===== src/rtl/fnd_scan_decoder_if.sv =====
// Bus between a multiplexed 4-digit 7-segment scan source and the scan decoder.
//   fnd_com     : digit commons, active-low, bit0 = ones digit
//   fnd_data    : segments, active-low, bit7 = dp, bits6:0 = g..a
//   digit_bcd   : last valid frame as four BCD nibbles, [15:12] = thousands
//   value       : binary equivalent of digit_bcd
//   frame_valid : one-cycle pulse when digit_bcd/value update
//   frame_err   : one-cycle pulse when a completed frame is discarded
//   com_err     : sticky flag, more than one common seen low
interface fnd_scan_decoder_if;
  logic [3:0]  fnd_com;
  logic [7:0]  fnd_data;
  logic [15:0] digit_bcd;
  logic [13:0] value;
  logic        frame_valid;
  logic        frame_err;
  logic        com_err;

  modport master (
    output fnd_com, fnd_data,
    input  digit_bcd, value, frame_valid, frame_err, com_err
  );

  modport slave (
    input  fnd_com, fnd_data,
    output digit_bcd, value, frame_valid, frame_err, com_err
  );
endinterface


===== src/rtl/fnd_scan_decoder.sv =====
// Observes a multiplexed 4-digit 7-segment display drive and reconstructs the
// displayed number. Inputs are synchronized, debounced by a stability counter,
// sampled once per stable period, and collected into a four-digit frame that
// is published (or discarded on error) once every digit has been seen.
//   clk   : system clock, rising edge
//   reset : asynchronous, active-low
//   bus   : fnd_scan_decoder_if slave (scan inputs, decoded outputs)
module fnd_scan_decoder #(
  parameter int unsigned SETTLE = 4
) (
  input logic               clk,
  input logic               reset,
  fnd_scan_decoder_if.slave bus
);

  typedef enum logic [1:0] {StIdle, StCollect, StCommit} state_e;

  localparam logic [7:0] SettleC  = 8'(SETTLE);
  localparam logic [7:0] SettleM1 = 8'(SETTLE - 1);

  // Synchronizer and stability tracking
  logic [11:0] sync1_q, sync2_q, prev_q;
  logic [1:0]  fill_q;
  logic        prev_vld_q;
  logic [7:0]  cnt_q, cnt_d;
  logic        stable, sample;

  logic [3:0]  cur_com;
  logic [6:0]  cur_seg;
  logic [4:0]  dec;
  logic        one_low;

  // Frame collection
  state_e           state_q, state_d;
  logic [3:0]       seen_q, seen_d;
  logic             err_q, err_d;
  logic [3:0][3:0]  slot_q, slot_d;
  logic             com_err_q, com_err_d;
  logic [13:0]      slot_bin;

  // Outputs
  logic [15:0] bcd_q, bcd_d;
  logic [13:0] value_q, value_d;
  logic        valid_q, valid_d;
  logic        ferr_q, ferr_d;

  // Returns {ok, bcd}; ok = 0 for any pattern that is not a digit 0..9.
  function automatic logic [4:0] seg_decode(input logic [6:0] seg);
    logic [4:0] r;
    case (seg)
      7'h40:   r = {1'b1, 4'd0};
      7'h79:   r = {1'b1, 4'd1};
      7'h24:   r = {1'b1, 4'd2};
      7'h30:   r = {1'b1, 4'd3};
      7'h19:   r = {1'b1, 4'd4};
      7'h12:   r = {1'b1, 4'd5};
      7'h02:   r = {1'b1, 4'd6};
      7'h78:   r = {1'b1, 4'd7};
      7'h00:   r = {1'b1, 4'd8};
      7'h10:   r = {1'b1, 4'd9};
      default: r = 5'b0_0000;
    endcase
    return r;
  endfunction

  always_ff @(posedge clk or negedge reset) begin
    if (!reset) begin
      sync1_q    <= '0;
      sync2_q    <= '0;
      prev_q     <= '0;
      fill_q     <= '0;
      prev_vld_q <= 1'b0;
      cnt_q      <= '0;
    end else begin
      sync1_q    <= {bus.fnd_com, bus.fnd_data};
      sync2_q    <= sync1_q;
      prev_q     <= sync2_q;
      // Comparisons only count once the synchronizer holds real input data,
      // so the reset contents can never be mistaken for a stable value.
      fill_q     <= {fill_q[0], 1'b1};
      prev_vld_q <= fill_q[1];
      cnt_q      <= cnt_d;
    end
  end

  assign stable  = prev_vld_q && (sync2_q == prev_q);
  assign sample  = stable && (cnt_q == SettleM1);
  assign cur_com = sync2_q[11:8];
  assign cur_seg = sync2_q[6:0];
  assign dec     = seg_decode(cur_seg);
  assign one_low = $onehot(~cur_com);

  always_comb begin
    cnt_d = '0;
    if (stable) begin
      cnt_d = (cnt_q >= SettleC) ? SettleC : cnt_q + 8'd1;
    end
  end

  // Seen/error restart on the commit cycle; a sample landing on that same
  // cycle therefore belongs to the next frame.
  always_comb begin
    seen_d    = (state_q == StCommit) ? 4'b0000 : seen_q;
    err_d     = (state_q == StCommit) ? 1'b0 : err_q;
    slot_d    = slot_q;
    com_err_d = com_err_q;
    if (sample && (cur_com != 4'hF)) begin
      if (one_low) begin
        for (int i = 0; i < 4; i++) begin
          if (!cur_com[i]) begin
            seen_d[i] = 1'b1;
            if (dec[4]) slot_d[i] = dec[3:0];
          end
        end
        if (!dec[4]) err_d = 1'b1;
      end else begin
        com_err_d = 1'b1;
        err_d     = 1'b1;
      end
    end
  end

  assign slot_bin = 14'(slot_q[3]) * 14'd1000 + 14'(slot_q[2]) * 14'd100
                  + 14'(slot_q[1]) * 14'd10 + 14'(slot_q[0]);

  always_comb begin
    state_d = state_q;
    bcd_d   = bcd_q;
    value_d = value_q;
    valid_d = 1'b0;
    ferr_d  = 1'b0;
    unique case (state_q)
      StIdle: begin
        if (seen_d != 4'b0000) state_d = StCollect;
      end
      StCollect: begin
        if (seen_d == 4'hF) state_d = StCommit;
      end
      StCommit: begin
        state_d = StIdle;
        if (err_q) begin
          ferr_d = 1'b1;
        end else begin
          bcd_d   = slot_q;
          value_d = slot_bin;
          valid_d = 1'b1;
        end
      end
      default: state_d = StIdle;
    endcase
  end

  always_ff @(posedge clk or negedge reset) begin
    if (!reset) begin
      state_q   <= StIdle;
      seen_q    <= '0;
      err_q     <= 1'b0;
      slot_q    <= '0;
      com_err_q <= 1'b0;
      bcd_q     <= '0;
      value_q   <= '0;
      valid_q   <= 1'b0;
      ferr_q    <= 1'b0;
    end else begin
      state_q   <= state_d;
      seen_q    <= seen_d;
      err_q     <= err_d;
      slot_q    <= slot_d;
      com_err_q <= com_err_d;
      bcd_q     <= bcd_d;
      value_q   <= value_d;
      valid_q   <= valid_d;
      ferr_q    <= ferr_d;
    end
  end

  assign bus.digit_bcd   = bcd_q;
  assign bus.value       = value_q;
  assign bus.frame_valid = valid_q;
  assign bus.frame_err   = ferr_q;
  assign bus.com_err     = com_err_q;

endmodule


===== src/flat_wrapper.sv =====
// flat-port wrapper written by rule: the top's interface ports become plain ports
module fnd_scan_decoder_flat 
#(
  parameter int unsigned SETTLE = 4
)
  (clk, reset, bus_fnd_com, bus_fnd_data, bus_digit_bcd, bus_value, bus_frame_valid, bus_frame_err, bus_com_err);
  fnd_scan_decoder_if bus_i ();
  input logic clk;
  input logic reset;
  input wire logic [$bits(bus_i.fnd_com)-1:0] bus_fnd_com;
  input wire logic [$bits(bus_i.fnd_data)-1:0] bus_fnd_data;
  output wire logic [$bits(bus_i.digit_bcd)-1:0] bus_digit_bcd;
  output wire logic [$bits(bus_i.value)-1:0] bus_value;
  output wire logic [$bits(bus_i.frame_valid)-1:0] bus_frame_valid;
  output wire logic [$bits(bus_i.frame_err)-1:0] bus_frame_err;
  output wire logic [$bits(bus_i.com_err)-1:0] bus_com_err;
  assign bus_i.fnd_com = bus_fnd_com;
  assign bus_i.fnd_data = bus_fnd_data;
  assign bus_digit_bcd = bus_i.digit_bcd;
  assign bus_value = bus_i.value;
  assign bus_frame_valid = bus_i.frame_valid;
  assign bus_frame_err = bus_i.frame_err;
  assign bus_com_err = bus_i.com_err;
  fnd_scan_decoder #(.SETTLE(SETTLE)) u_core (.clk(clk), .reset(reset), .bus(bus_i));
endmodule

===== config.mk =====
export PLATFORM = sky130hd
export DESIGN_NAME = fnd_scan_decoder_flat
export DESIGN_NICKNAME = d
export VERILOG_FILES = /design/src/rtl/fnd_scan_decoder_if.sv /design/src/rtl/fnd_scan_decoder.sv /design/src/flat_wrapper.sv
export SDC_FILE = /design/constraint.sdc
export NUM_CORES = 1
export LEC_CHECK = 0
export CAP_MARGIN = 0
export CORE_AREA = 2 2 106 108
export CTS_CLUSTER_SIZE = 14
export DETAILED_ROUTE_END_ITERATION = 10
export DIE_AREA = 0 0 108 110
export HOLD_SLACK_MARGIN = 0.08
export PLACE_DENSITY = 0.81
export SLEW_MARGIN = 15
export SYNTH_ARGS = -nofsm -noshare
export SYNTH_HDL_FRONTEND = slang
export SYNTH_SLANG_ARGS = --single-unit

===== constraint.sdc =====
create_clock -name clk -period 4.4 [get_ports clk]
set_clock_uncertainty 0.1 [all_clocks]
set_input_delay 0.88 -clock clk [delete_from_list [all_inputs] [get_ports clk]]
set_output_delay 0.88 -clock clk [all_outputs]
set_load 0.05 [all_outputs]

Word level (Yosys, flattened, before mapping)

Index checks and enable logic that the tools add are counted.
W data, S select, Z words.

$add $sub $neg: 7
Multipliers: 3
$lt $le $gt $ge: 1
Eq/ne operators: 18
Mux-type cells: 21
Bitwise operators: 7
Reduce and logical (&&, ||, !) cells: 13

Operators with widths:

| kind                   | number |
|---|---|
| $pmux W5 S10           | 1 |
| $eq A7 B5 Y1 const B   | 3 |
| $eq A7 B7 Y1 const B   | 3 |
| $mux W8                | 2 |
| $reduce_and A4 Y1      | 4 |
| $add A14 B11 Y14       | 1 |
| $add A14 B4 Y14        | 1 |
| $add A14 B8 Y14        | 1 |
| $eq A7 B6 Y1 const B   | 2 |
| $eq A12 B12 Y1         | 1 |
| $mux W1                | 12 |
| $mux W4                | 3 |
| $mul A4 B7 Y11 const B | 1 |
| $mul A4 B5 Y9 const B  | 1 |
| $add A8 B1 Y8 const B  | 1 |
| $eq A8 B2 Y1 const B   | 1 |
| $ge A8 B3 Y1 const B   | 1 |
| $eq A7 B2 Y1 const B   | 1 |
| $logic_not A7 Y1       | 1 |
| $mul A4 B3 Y7 const B  | 1 |
| $not A1 Y1             | 6 |
| $reduce_and A2 Y1      | 3 |
| $add A1 B1 Y2          | 2 |
| $eq A4 B4 Y1 const B   | 1 |
| other kinds (12)       | 16 |

Register bits: 103
Bits of input ports: 14
Output and inout port bits: 33
Word-level logic and storage cells: 88

Logic depth before layout (Yosys ltp)

Gate-level depths: netlist (run 1).

Word-level depth: 9
Depth in mapped cells: 16
Depth with buffers taken out: 16

Least setup slack after synthesis (run 1)

No wires, ideal clock.

Kind: register to register
Start: reg u_core.slot_q[14] (netlist bit)
End: reg u_core.value_q[13], in the netlist u_core.bus.value[13]
Library setup time: 0.136 ns
Arrival time: 3.933 ns
Required time: 4.164 ns
Setup slack: 0.231 ns
Cell stages (with the launch flop): 16
Path buffers: 0
Clock period less this slack: 4.169 ns
Cells stage by stage: dfrtp_1 fa_1 inv_1 fa_1 inv_1 ha_1 and3b_1 a221o_1 nor2_1 xnor2_1 ha_1 ha_1 and3_1 a211oi_1 xnor2_1 o21ai_0

Cells in the longest elaborated chain, start to end: 4

Ends and longest elaborated chain:

| item                   | RTL line                | text |
|---|---|---|
| from (decl)            | fnd_scan_decoder.sv:37  | `logic [3:0][3:0] slot_q, slot_d;` |
| from (signal assigned) | fnd_scan_decoder.sv:168 | `slot_q <= slot_d;` |
| $mul A4 B7 Y11         | fnd_scan_decoder.sv:123 | `assign slot_bin = 14'(slot_q[3]) * 14'd1000 + 14'(slot_q[2]) * 14'd100` |
| $add A14 B11 Y14       | fnd_scan_decoder.sv:123 |  |
| $add A14 B8 Y14        | fnd_scan_decoder.sv:124 | `+ 14'(slot_q[1]) * 14'd10 + 14'(slot_q[0]);` |
| $add A14 B4 Y14        | fnd_scan_decoder.sv:124 |  |
| to (signal assigned)   | fnd_scan_decoder.sv:171 | `value_q <= value_d;` |
| to (decl)              | fnd_scan_decoder.sv:43  | `logic [13:0] value_q, value_d;` |

Every way passes these cells.
A chain may end at the register's enable or synchronous reset.

Final worst setup path (run 1)

Start: reg u_core.slot_q[13] (netlist bit)
End: reg u_core.value_q[12], in the netlist u_core.bus.value[12]

The elaborated chain is that of the path after synthesis.

==> results.py, run 1 <==
metrics = {
    "status": {
        "status": "finished clean",
    },
    "yosys": {
        "syn_area_per_cell_sq_um": 11.1,
        "yosysTopAreaCell": "dfrtp_1",
        "ys_types": 57,
        "synth_top_cell_area_share": 0.457,
        "ys_top_cells_by_area": "dfrtp_1 (46%), ha_1 (13%), fa_1 (6.4%)",
        "synthCells": 503,
        "synth_area_sq_um": 5590,
        "yosysSeqAreaShare": 0.457,
        "yosysWarnings": 0,
        "ys_seq_elements": 102,
    },
    "detailed_routing": {
        "drc": 0,
        "firstDrtPassIters": 4,
        "first_iter_violations": 193,
        "via_per_inst": 5.30,
        "drtAntennaViolNets": 0,
        "wire_per_inst_um": 15.0,
        "num_vias": 3715,
        "wl_um": 10500,
    },
    "floorplanning": {
        "dieArea_sq_um": 11900,
        "core-area_sq_um": 10700,
        "io_pins": 47,
        "fp-row-count": 38,
        "die_y_um": 110,
        "start_util": 0.522,
        "die_x_um": 108,
    },
    "clock_network": {
        "h-tree-depth": 3,
        "cts_setup_buffers": 0,
        "cts_root_buffer": "clkbuf_8",
        "clock_path_buffers": 2,
        "post_cts_resized": 0,
        "cts_made_buffers": 9,
        "clkSinkCount": 102,
        "clk-insertion-delay-late_ps": 380,
        "cts_tree": "done",
        "path_clk_slew_ps": 120,
        "hold_buffers": 0,
    },
    "pwr": {
        "pwr-share-clk": 0.382,
        "switching_share": 0.254,
        "ir_worst_vdd_v": 0.000286,
        "leakage_uw": 0.00328,
        "total_power_uw": 1710,
        "comb_power_share": 0.044,
        "p_switching_uw": 434,
        "seq_power_share": 0.574,
        "power_density_nw_per_um2": 264,
        "p_int_uw": 1270,
    },
    "layout": {
        "final_core_util": 0.604,
        "drive_above_1_share": 0.0838,
        "area_delta_synth_final_pct": 15.5,
        "fillers": 881,
        "layout_common_cells": "dfrtp_1 (102), nand2_1 (67), ha_1 (57)",
        "ff_latch_area_sq_um": 2550,
        "diodes": 0,
        "nNetsFinal": 646,
        "multi_input_area_sq_um": 2800,
        "final_common_cell": "dfrtp_1",
    },
    "sta": {
        "finalSetupTns_ps": 0,
        "worst_slack_ps": 175,
        "setup_viol": 0,
        "max_freq_mhz": 237,
        "rsz0062_at_grt": "true",
        "drv_slew": 0,
        "hold_viol_final": 0,
        "relSlewSlack": 0.443,
        "tightest_slew_ps": 835,
        "layout_min_cycle_time_ps": 4230,
        "whs_ps": 251,
        "period_share": 0.960,
    },
    "flow_run": {
        "drv_cap": 0,
    },
    "critical_path": {
        "critical_path_class": "reg -> reg",
        "crit_arrival_ps": 4400,
        "cp-end-kind": "register",
        "r2r_start": "u_core.slot_q[13]",
        "crit_required_ps": 4570,
        "crit_fanout": 4,
        "worst_setup_path_start_kind": "register",
        "cp-startpoint": "u_core.slot_q[13]",
    },
    "grt": {
        "antenna_found_initial": 0,
        "met3_usage": 0.0400,
        "gr-max-usage-layer": "met2",
        "use_met1": 0.227,
        "track_usage": 0.190,
        "grt_pass1_wl_um": 17700,
        "grt_pass1_vias": 3833,
        "gr-total-overflow": 0,
        "grt_max_degree": 68,
        "grt_use_met2": 0.352,
    },
    "hold_path": {
        "hp-class": "reg -> reg",
        "hold_start": "u_core.sync1_q[0]",
    },
    "placed_design": {
        "dpl.hpwl_um": 7650,
        "io_buffer_count": 46,
        "post-place-ws_ps": 72.4,
        "routabilityCongestion": 0.849,
    },
}
## synthesized netlist by cell type, drive strengths merged
cell    number
fa          18
conb         2
or3          3
a22o         3
o22ai        1
a31oi        1
dfrtp      102
a21boi       3
nor2b        3
a211oi       5
mux2        13
o21ai       18
a2111o       1
o221ai       2
nand4        6
xor2         7
nand4b       1
a21oi       13
a22oi        1
a221o        1
ha          58
o41ai        2
nand2b       4
o31a         1
clkinv       1
a211o        2
nor3         6
and3b        4
inv         52
xnor2       20
nand3       10
buf         10
mux2i        3
o21a         4
nor4         5
clkbuf       5
o21bai       4
o31ai        6
nor2        16
a21o         7
nand2       67
nor3b        5
and3         4
nor4b        2
and4b        1
## area by class of cell
cell class              instances  area share
well taps                     140      0.0271
clock inverters                 7      0.0151
repair buffers                 53      0.0791
flip-flops and latches        102       0.395
clock buffers                   9      0.0192
inverters                      53      0.0308
multi-input cells             337       0.433
## critical path, cell delays in order (launching register included)
cell and delay [ps]:
dfrtp_1 410, fa_1 610, inv_1 100, fa_1 510, inv_1 40, ha_1 330
a21o_1 190, a21oi_2 170, xnor2_1 130, ha_1 250, ha_1 310, ha_1 320
inv_1 70, o21bai_1 200, o41ai_2 130, mux2i_1 170, nand3_1 80
## metrics by stage
step	std cells	cell area [sq um]
global route	701	6460
CTS	701	6430
finish	701	6460
detailed placement	685	6210
floorplan	507	5600
global placement	685	6210
## kinds of logic (layout without fill, tap and decap cells)
kind of cell	count (synthesis)	in the layout	synth area share
compound gates	75	75	0.0907
xor+xnor	27	27	0.0464
fa+ha+maj	76	76	0.194
buf+inv	68	122	0.0504
flops	102	102	0.457
mux	16	16	0.0316
other cells	2	6	0.00134
simple gates	137	137	0.129
## layer usage
layer	vias to the layer above	wire (um)
met5	-	0
met4	0	194
met3	19	334
met2	58	5570
met1	1848	4450
li1	1790	-
## sequential cells by signal (all words and copies together) (netlist names), 2 cells and up
name and count:
u_core.bus.digit_bcd 15, u_core.bus.value 14, u_core.cnt_q 8, u_core.fill_q 2
u_core.prev_q 12, u_core.seen_q 4, u_core.slot_q 16, u_core.state_q 2
u_core.sync1_q 12, u_core.sync2_q 12
## final timing paths
| path | end | slack [ps] | cells after the start |
|---|---|---|---|
| max in group asynchronous | u_core.cnt_q[1] | 3060 | 2 |
| worst min-delay path | u_core.sync2_q[0] | 250 | 0 |
| worst max-delay path | u_core.bus.value[12] | 170 | 16 |
| worst max register to register | u_core.bus.value[12] | 170 | 16 |
| min in group asynchronous | u_core.bus.value[12] | 410 | 2 |
| worst min register to register | u_core.sync2_q[0] | 250 | 0 |
## power by group through the flow
stage                     clock network, uW  registers (uW)  logic, uW
after floorplan                           0             986       49.1
after global placement                    0             996       72.6
after detailed placement                  0             998       75.4
after CTS                               663             980       76.5
after global routing                    703             983       84.4
final                                   653             980       75.1
No activity file was read; power rests on OpenSTA's default activity.
==> inputs of run 2 (changes only) <==
--- a/config.mk
+++ b/config.mk
@@ -16,3 +16,4 @@
 export SYNTH_ARGS = -nofsm -noshare
 export SYNTH_HDL_FRONTEND = slang
 export SYNTH_SLANG_ARGS = --single-unit
+export TNS_END_PERCENT = 5
==> results of run 2 <==
No change in the layout: final DEF, timing and power equal those of run 1.
